--- src/rtl/pipe_pkg.sv ---
// Shared types and default widths for the inter-stage pipeline latch.
package pipe_pkg;

    // Default payload width (pc+4, alu result, rdat2, control bits ...)
    localparam int PIPE_DATA_W  = 64;
    // Default memory-request sideband width, e.g. {dREN, dWEN}
    localparam int PIPE_REQ_W   = 2;
    // Default stall counter width
    localparam int PIPE_COUNT_W = 16;

    // Occupancy of the latch, mirroring the (main, skid) valid bits:
    //   EMPTY = main 0, skid 0
    //   ONE   = main 1, skid 0
    //   FULL  = main 1, skid 1
    typedef enum logic [1:0] {
        EMPTY = 2'd0,
        ONE   = 2'd1,
        FULL  = 2'd2
    } latch_state_t;

endpackage

--- src/rtl/pipe_slot.sv ---
// One storage slot of the latch: valid bit, payload and memory-request bits.
// Priority is clear > load > drop_req. A cleared slot holds all zeros, so an
// empty slot always presents zero payload and zero request bits.
module pipe_slot
    import pipe_pkg::*;
#(
    parameter int DATA_W = PIPE_DATA_W,
    parameter int REQ_W  = PIPE_REQ_W
) (
    input  logic              CLK,
    input  logic              nRST,
    input  logic              i_load,
    input  logic              i_clear,
    input  logic              i_drop_req,
    input  logic [DATA_W-1:0] i_data,
    input  logic [REQ_W-1:0]  i_req,
    output logic              o_valid,
    output logic [DATA_W-1:0] o_data,
    output logic [REQ_W-1:0]  o_req
);

    logic              r_valid;
    logic [DATA_W-1:0] r_data;
    logic [REQ_W-1:0]  r_req;

    // Slot register: clear empties it, load fills it, drop_req squashes only the request bits.
    always_ff @(posedge CLK or negedge nRST) begin
        if (!nRST) begin
            r_valid <= 1'b0;
            r_data  <= '0;
            r_req   <= '0;
        end else if (i_clear) begin
            r_valid <= 1'b0;
            r_data  <= '0;
            r_req   <= '0;
        end else if (i_load) begin
            r_valid <= 1'b1;
            r_data  <= i_data;
            r_req   <= i_req;
        end else if (i_drop_req) begin
            r_req   <= '0;
        end
    end

    assign o_valid = r_valid;
    assign o_data  = r_data;
    assign o_req   = r_req;

endmodule

--- src/rtl/pipe_skid_latch.sv ---
// Inter-stage pipeline latch with a valid/ready handshake and a main+skid
// buffer so that in_ready comes straight from a flop.
//
// Handshake: an entry moves across a port only in a cycle where both valid
// and ready are high at the rising edge of CLK (in_fire additionally requires
// !flush). valid must not depend combinationally on ready; in_ready is a
// register, so there is no combinational path from out_ready to in_ready.
//
// The main slot drives the outputs. The skid slot catches one entry that was
// accepted while the main slot was stalled. While the main entry is stalled,
// dhit squashes its request bits so the dcache request is not reissued.
module pipe_skid_latch
    import pipe_pkg::*;
#(
    parameter int DATA_W  = PIPE_DATA_W,
    parameter int REQ_W   = PIPE_REQ_W,
    parameter int COUNT_W = PIPE_COUNT_W
) (
    input  logic               CLK,
    input  logic               nRST,
    input  logic               flush,
    input  logic               in_valid,
    output logic               in_ready,
    input  logic [DATA_W-1:0]  in_data,
    input  logic [REQ_W-1:0]   in_req,
    output logic               out_valid,
    input  logic               out_ready,
    output logic [DATA_W-1:0]  out_data,
    output logic [REQ_W-1:0]   out_req,
    input  logic               dhit,
    input  logic               clr_cnt,
    output logic [COUNT_W-1:0] stall_cnt,
    output latch_state_t       o_dbg_state
);

    localparam logic [COUNT_W-1:0] CNT_ONE = {{(COUNT_W-1){1'b0}}, 1'b1};

    latch_state_t       r_state;
    logic               r_in_ready;
    logic [COUNT_W-1:0] r_stall_cnt;

    latch_state_t       w_state_nxt;
    logic               w_in_fire;
    logic               w_out_fire;
    logic               w_stalled;
    logic               w_main_load;
    logic               w_main_clear;
    logic               w_main_from_skid;
    logic               w_main_drop_req;
    logic               w_skid_load;
    logic               w_skid_clear;

    logic               w_main_valid;
    logic [DATA_W-1:0]  w_main_data;
    logic [REQ_W-1:0]   w_main_req;
    logic               w_skid_valid;
    logic [DATA_W-1:0]  w_skid_data;
    logic [REQ_W-1:0]   w_skid_req;
    logic [DATA_W-1:0]  w_main_src_data;
    logic [REQ_W-1:0]   w_main_src_req;

    assign w_in_fire  = in_valid & r_in_ready & ~flush;
    assign w_out_fire = w_main_valid & out_ready;
    assign w_stalled  = w_main_valid & ~out_ready;

    // A stalled main entry cannot be loaded or cleared this cycle (except by
    // flush), so squashing its request bits never races a reload.
    assign w_main_drop_req = w_stalled & dhit & ~flush;

    // Refill of main comes from the skid when draining FULL, else from the input.
    assign w_main_src_data = w_main_from_skid ? w_skid_data : in_data;
    assign w_main_src_req  = w_main_from_skid ? w_skid_req  : in_req;

    // Slot control and next occupancy; flush overrides every transfer.
    always_comb begin
        w_state_nxt      = r_state;
        w_main_load      = 1'b0;
        w_main_clear     = 1'b0;
        w_main_from_skid = 1'b0;
        w_skid_load      = 1'b0;
        w_skid_clear     = 1'b0;
        if (flush) begin
            w_main_clear = 1'b1;
            w_skid_clear = 1'b1;
            w_state_nxt  = EMPTY;
        end else begin
            case (r_state)
                EMPTY: begin
                    if (w_in_fire) begin
                        w_main_load = 1'b1;
                        w_state_nxt = ONE;
                    end
                end
                ONE: begin
                    if (w_in_fire && w_out_fire) begin
                        w_main_load = 1'b1;
                    end else if (w_out_fire) begin
                        w_main_clear = 1'b1;
                        w_state_nxt  = EMPTY;
                    end else if (w_in_fire) begin
                        w_skid_load = 1'b1;
                        w_state_nxt = FULL;
                    end
                end
                FULL: begin
                    if (w_out_fire) begin
                        w_main_load      = 1'b1;
                        w_main_from_skid = 1'b1;
                        w_skid_clear     = 1'b1;
                        w_state_nxt      = ONE;
                    end
                end
                default: begin
                    w_main_clear = 1'b1;
                    w_skid_clear = 1'b1;
                    w_state_nxt  = EMPTY;
                end
            endcase
        end
    end

    // Occupancy FSM with registered in_ready: ready next cycle unless the skid will be occupied.
    always_ff @(posedge CLK or negedge nRST) begin
        if (!nRST) begin
            r_state    <= EMPTY;
            r_in_ready <= 1'b1;
        end else begin
            r_state    <= w_state_nxt;
            r_in_ready <= (w_state_nxt != FULL);
        end
    end

    // Saturating count of stalled-output cycles; clear wins, flush leaves it alone.
    always_ff @(posedge CLK or negedge nRST) begin
        if (!nRST) begin
            r_stall_cnt <= '0;
        end else if (clr_cnt) begin
            r_stall_cnt <= '0;
        end else if (w_stalled && !(&r_stall_cnt)) begin
            r_stall_cnt <= r_stall_cnt + CNT_ONE;
        end
    end

    pipe_slot #(
        .DATA_W (DATA_W),
        .REQ_W  (REQ_W)
    ) u_main (
        .CLK        (CLK),
        .nRST       (nRST),
        .i_load     (w_main_load),
        .i_clear    (w_main_clear),
        .i_drop_req (w_main_drop_req),
        .i_data     (w_main_src_data),
        .i_req      (w_main_src_req),
        .o_valid    (w_main_valid),
        .o_data     (w_main_data),
        .o_req      (w_main_req)
    );

    // The skid never sees dhit: its request has not been presented yet.
    pipe_slot #(
        .DATA_W (DATA_W),
        .REQ_W  (REQ_W)
    ) u_skid (
        .CLK        (CLK),
        .nRST       (nRST),
        .i_load     (w_skid_load),
        .i_clear    (w_skid_clear),
        .i_drop_req (1'b0),
        .i_data     (in_data),
        .i_req      (in_req),
        .o_valid    (w_skid_valid),
        .o_data     (w_skid_data),
        .o_req      (w_skid_req)
    );

    assign in_ready    = r_in_ready;
    assign out_valid   = w_main_valid;
    assign out_data    = w_main_data;
    assign out_req     = w_main_req;
    assign stall_cnt   = r_stall_cnt;
    assign o_dbg_state = r_state;

endmodule
--- config.mk ---
export PLATFORM = sky130hd
export DESIGN_NAME = pipe_skid_latch
export DESIGN_NICKNAME = d
export VERILOG_FILES = /design/src/rtl/pipe_pkg.sv /design/src/rtl/pipe_slot.sv /design/src/rtl/pipe_skid_latch.sv
export SDC_FILE = /design/constraint.sdc
export NUM_CORES = 1
export LEC_CHECK = 0
export ABC_AREA = 0
export CAP_MARGIN = 20
export CORE_ASPECT_RATIO = 1.25
export CORE_MARGIN = 3
export CORE_UTILIZATION = 55
export CTS_CLUSTER_SIZE = 10
export DETAILED_ROUTE_END_ITERATION = 10
export DONT_BUFFER_PORTS = 1
export PLACE_DENSITY_LB_ADDON = 0.05
export SKIP_CTS_REPAIR_TIMING = 1
export SLEW_MARGIN = 15
export SYNTH_ARGS = -nofsm -noshare
export SYNTH_HDL_FRONTEND = slang
export SYNTH_HIERARCHICAL = 1
export SYNTH_SLANG_ARGS = --single-unit
--- constraint.sdc ---
create_clock -name CLK -period 2.2 [get_ports CLK]
set_clock_uncertainty 0.15 [all_clocks]
set_input_delay 0.44 -clock CLK [delete_from_list [all_inputs] [get_ports CLK]]
set_output_delay 0.44 -clock CLK [all_outputs]
set_load 0.01 [all_outputs]
== Word level (Yosys, flattened, before mapping) ==
Index checks and enable logic that the tools add are counted.
Word-level totals
  bits of input ports: 73
  bits in registers: 152
  output and inout bits: 86
Cells by class
  bitwise logic cells: 8
  multiplexer cells: 38
  equal/unequal tests: 3
  reduce and logical (&&, ||, !) cells: 11
  $add $sub $neg: 1
Operators with widths (number)
  $mux W64: 5
  $mux W16: 2
  $mux W2: 12
  $add A16 B1 Y16 const B: 1
  $reduce_and A16 Y1: 1
  $mux W1: 15
  $and A1 B1 Y1: 6
  $pmux W2 S3: 1
  $reduce_bool A2 Y1: 3
  $pmux W1 S2: 2
  $reduce_or A2 Y1: 2
  $pmux W1 S3: 1
  $reduce_bool A3 Y1: 1
  $eq A2 B1 Y1 const B: 1
  $eq A2 B2 Y1 const B: 1
  $logic_and A1 B1 Y1: 2
  $logic_not A2 Y1: 1
  $ne A2 B2 Y1 const B: 1
  $not A1 Y1: 2
  $logic_not A1 Y1: 1

== Longest topological paths before layout ==
  word-level depth: 9
  gate-level depth with buffers: 9
  depth with buffers taken out: 6

== Cells and area by module ==
Netlist, hierarchy kept.
By module, submodules not included
  pipe_slot: area an instance 2742.6 um^2, times used 2, cells each 218, sequential area each 1676.6 um^2
  pipe_skid_latch: area an instance 1993.2 um^2, times used 1, cells each 204, sequential area each 476.7 um^2

== Least setup slack after synthesis ==
OpenSTA, ideal clock, no wires.
  kind: register -> register
  from: register r_in_ready (netlist: in_ready)
  to: register u_main.r_data[26] (netlist: u_main/o_data[26])
  data required time: 1918 ps
  data arrival time: 1762 ps
  cell stages (with the launch flop): 9
  slack: 156 ps
  setup time: 132 ps
  path buffers: 3
  cell sequence: dfstp_2 nand2_1 or3_1 a21oi_1 buf_6 buf_12 buf_12 mux2i_1 nor2_1
On the way
  longest elaborated chain between the ends: 7
  elaborated cells on any way between the ends: 12
  classes of those cells: mux: 8; bitwise: 2; reduce/logical: 2
RTL lines
  from (decl): RTL line pipe_skid_latch.sv:39  | logic r_in_ready;
  from (signal assigned): RTL line pipe_skid_latch.sv:129  | r_in_ready <= (w_state_nxt != FULL);
  $and A1 B1 Y1 * (2 in a row): RTL line pipe_skid_latch.sv:62  | assign w_in_fire = in_valid & r_in_ready & ~flush;
  $logic_and A1 B1 Y1: RTL line pipe_skid_latch.sv:95  | if (w_in_fire && w_out_fire) begin
  $mux W1: RTL line pipe_skid_latch.sv:95
  $pmux W1 S3 *: RTL line pipe_skid_latch.sv:87  | case (r_state)
  $mux W1 *: RTL line pipe_skid_latch.sv:82  | if (flush) begin
  net w_main_load: RTL line pipe_skid_latch.sv:46  | logic w_main_load;
  $reduce_bool A2 Y1 (no line) *
  to (signal assigned): RTL line pipe_slot.sv:38  | r_data <= i_data;
  to (decl): RTL line pipe_slot.sv:23  | logic [DATA_W-1:0] r_data;
The timed path passes the listed nets; every way through them passes the cells marked *.
A chain may end at the register's enable or synchronous reset.

== Final worst setup path ==
  from: register r_in_ready (netlist: in_ready)
  to: register u_main.r_data[38] (netlist: u_main/o_data[38])
Same word-level chain as after synthesis.

==> results.sh <==
export IMPL_outcome="finished with violations"
export IMPL_failed_checks="hold timing"
export IMPL_drv_slew=0
export IMPL_final_setup_tns_ns=0
export IMPL_clkSlewWorstSetupHoldPaths_ns=0.06
export IMPL_ys_warn_count=6
export IMPL_synth_avg_cell_area_um2=11.7
export IMPL_setup_slack_ns=0.0695
export IMPL_drive_gt1_frac=0.225
export IMPL_cp_required_ns=2.35
export IMPL_start_util=0.575
export IMPL_dp_hpwl_um=10300
export IMPL_crit_arrival_ns=2.28
export IMPL_die_w_um=110
export IMPL_whs_ns=-0.430
export IMPL_grt_pass1_vias=4804
export IMPL_clock_latency_ns=0.42
export IMPL_syn_area_um2=7450
export IMPL_vias_per_cell=5.76
export IMPL_fmax_mhz=469
export IMPL_fin_crit_sh=0.968
export IMPL_drc=0
export IMPL_startpoint_type="flip-flop"
export IMPL_fillers=1040
export IMPL_postSynthCellCount=637
export IMPL_grt_max_degree=153
export IMPL_multi_input_area_um2=3300
export IMPL_drt_first_iter_violations=183
export IMPL_power_density_nw_per_um2=798
export IMPL_hp_class="input port to asynchronous set/reset pin"
export IMPL_row_count=46
export IMPL_areaGrowthSynthToFinish_pct=12.3
export IMPL_gp_congestion=0.846
export IMPL_fin_nets=723
export IMPL_worst_setup_path_type="flip-flop to flip-flop"
export IMPL_io_pins=159
export IMPL_maxCapViolations=0
export IMPL_cts_num_sinks=152
export IMPL_antenna_found_initial=1
export IMPL_post_route_min_period_ns=2.13
export IMPL_grt_util_all_layers=0.218
export IMPL_dp_cells=789
export IMPL_cts_tree="done"
export IMPL_final_antenna_net_count=0
export IMPL_reg2reg_from="in_ready"
export IMPL_post_place_ws_ns=0.0682
export IMPL_overflow=0
export IMPL_stdcell_count=830
export IMPL_setup_violations_final=0
export IMPL_critPathMaxFanout=14
export IMPL_hold_viol_final=152
export IMPL_reg2reg_to="u_main/o_data[38]"
export IMPL_cts_made_buffers=17
export IMPL_end_kind="flip-flop"
export IMPL_numPortBuffers=0
export IMPL_ff_latch_area_um2=3800
export IMPL_r2r_slack_ns=0.07
export IMPL_die_h_um=136
export IMPL_vdd_ir_drop_max_mv=0.545
export IMPL_core_area_um2=12900
export IMPL_totalWireLength_um=16800
export IMPL_grt_pass1_wl_um=25200
export IMPL_drt_first_pass_iters=4
export IMPL_dieArea_um2=15000
export IMPL_cts_root_buf="clkbuf_16"
export IMPL_clockBufferDepth=2
export IMPL_h_tree_depth=4
export IMPL_rr_worst_depth=7
export IMPL_num_vias=4781
export IMPL_routedWlPerCell_um=20.2
export IMPL_power_leakage_nw=3.57
export IMPL_critPathLaunch="in_ready"
export IMPL_crit_end="u_main/o_data[38]"
registers in the layout, summed over array words and instances, names as in the netlist:
signal          flops
u_main/o_data      64
u_skid/o_data      64
stall_cnt          16
o_dbg_state         2
u_main/o_req        2
u_skid/o_req        2
in_ready            1
u_main/o_valid      1
report_power, final:
| part | switching [W] | total [W] | leakage, nW | internal, W |
|---|---|---|---|---|
| registers | 0.000138 | 0.00306 | 2.09 | 0.00293 |
| logic | 0.000335 | 0.000670 | 1.19 | 0.000335 |
| clock network | 0.00113 | 0.00294 | 0.285 | 0.00180 |
worst min path at each step:
stage / endpoint / slack (ns) / cells past startpoint
after floorplan: o_dbg_state[0] / -0.006 / 0
after global placement: u_skid/o_data[40] / -0.002 / 0
after detailed placement: u_main/o_data[40] / -0.0004 / 0
after CTS: stall_cnt[13] / -0.45 / 0
after global routing: u_skid/o_data[45] / -0.46 / 0
final: u_main/o_data[40] / -0.43 / 0
through the flow:
| stage | cell area (um^2) | utilization | total power [W] |
|---|---|---|---|
| 2_1_floorplan | 7450 | - | 0.00361 |
| 6_report | 8360 | 0.646 | 0.00667 |
| 3_5_place_dp | 7600 | 0.587 | 0.00372 |
| 5_1_grt | 8360 | 0.646 | 0.00695 |
| 4_1_cts | 8200 | 0.633 | 0.00668 |
| 3_3_place_gp | 7600 | 0.587 | 0.00370 |
critical path, cell delays in order (launching register included):
cell       delay, ns
dfstp_2         0.57
nand2_2         0.07
or3_4           0.38
a21oi_4         0.23
buf_4           0.18
clkbuf_16       0.18
mux2i_1         0.20
nor2_1          0.05
layout make-up:
cell class / instances / area share
sequential: 152 / 0.455
clock buffer: 19 / 0.0530
antenna: 1 / 0.000299
timing repair buffer: 34 / 0.0518
inverter: 4 / 0.00180
multi-input combinational: 440 / 0.395
clock inverter: 12 / 0.0180
tap: 168 / 0.0251
placed cells by master (no fill, tap or decap), drive strengths merged, types with 2 or more instances in the layout:
cell and n:
a211oi 3, a21o 2, a21oi 14, and2 2, and3 2, buf 29
bufinv 3, clkbuf 22, clkinv 5, clkinvlp 3, conb 2, dfrtp 151
dlygate4sd3 2, inv 5, mux2 70, mux2i 129, nand2 14, nand2b 3
nand3 8, nand4 4, nor2 141, nor2b 4, nor3 3, o21ai 6
o31ai 2, o41ai 2, or3 6, or3b 4, or4 3
routing by layer:
layer  up-vias  GRT usage  wire length (um)
li1       2232          -                 -
met1      2392      0.275              6880
met2       133      0.333              8030
met3        24     0.0964              1540
met4         0     0.0735               321
met5         -          0                 0
Note: power is estimated with default switching activity, not from simulation.
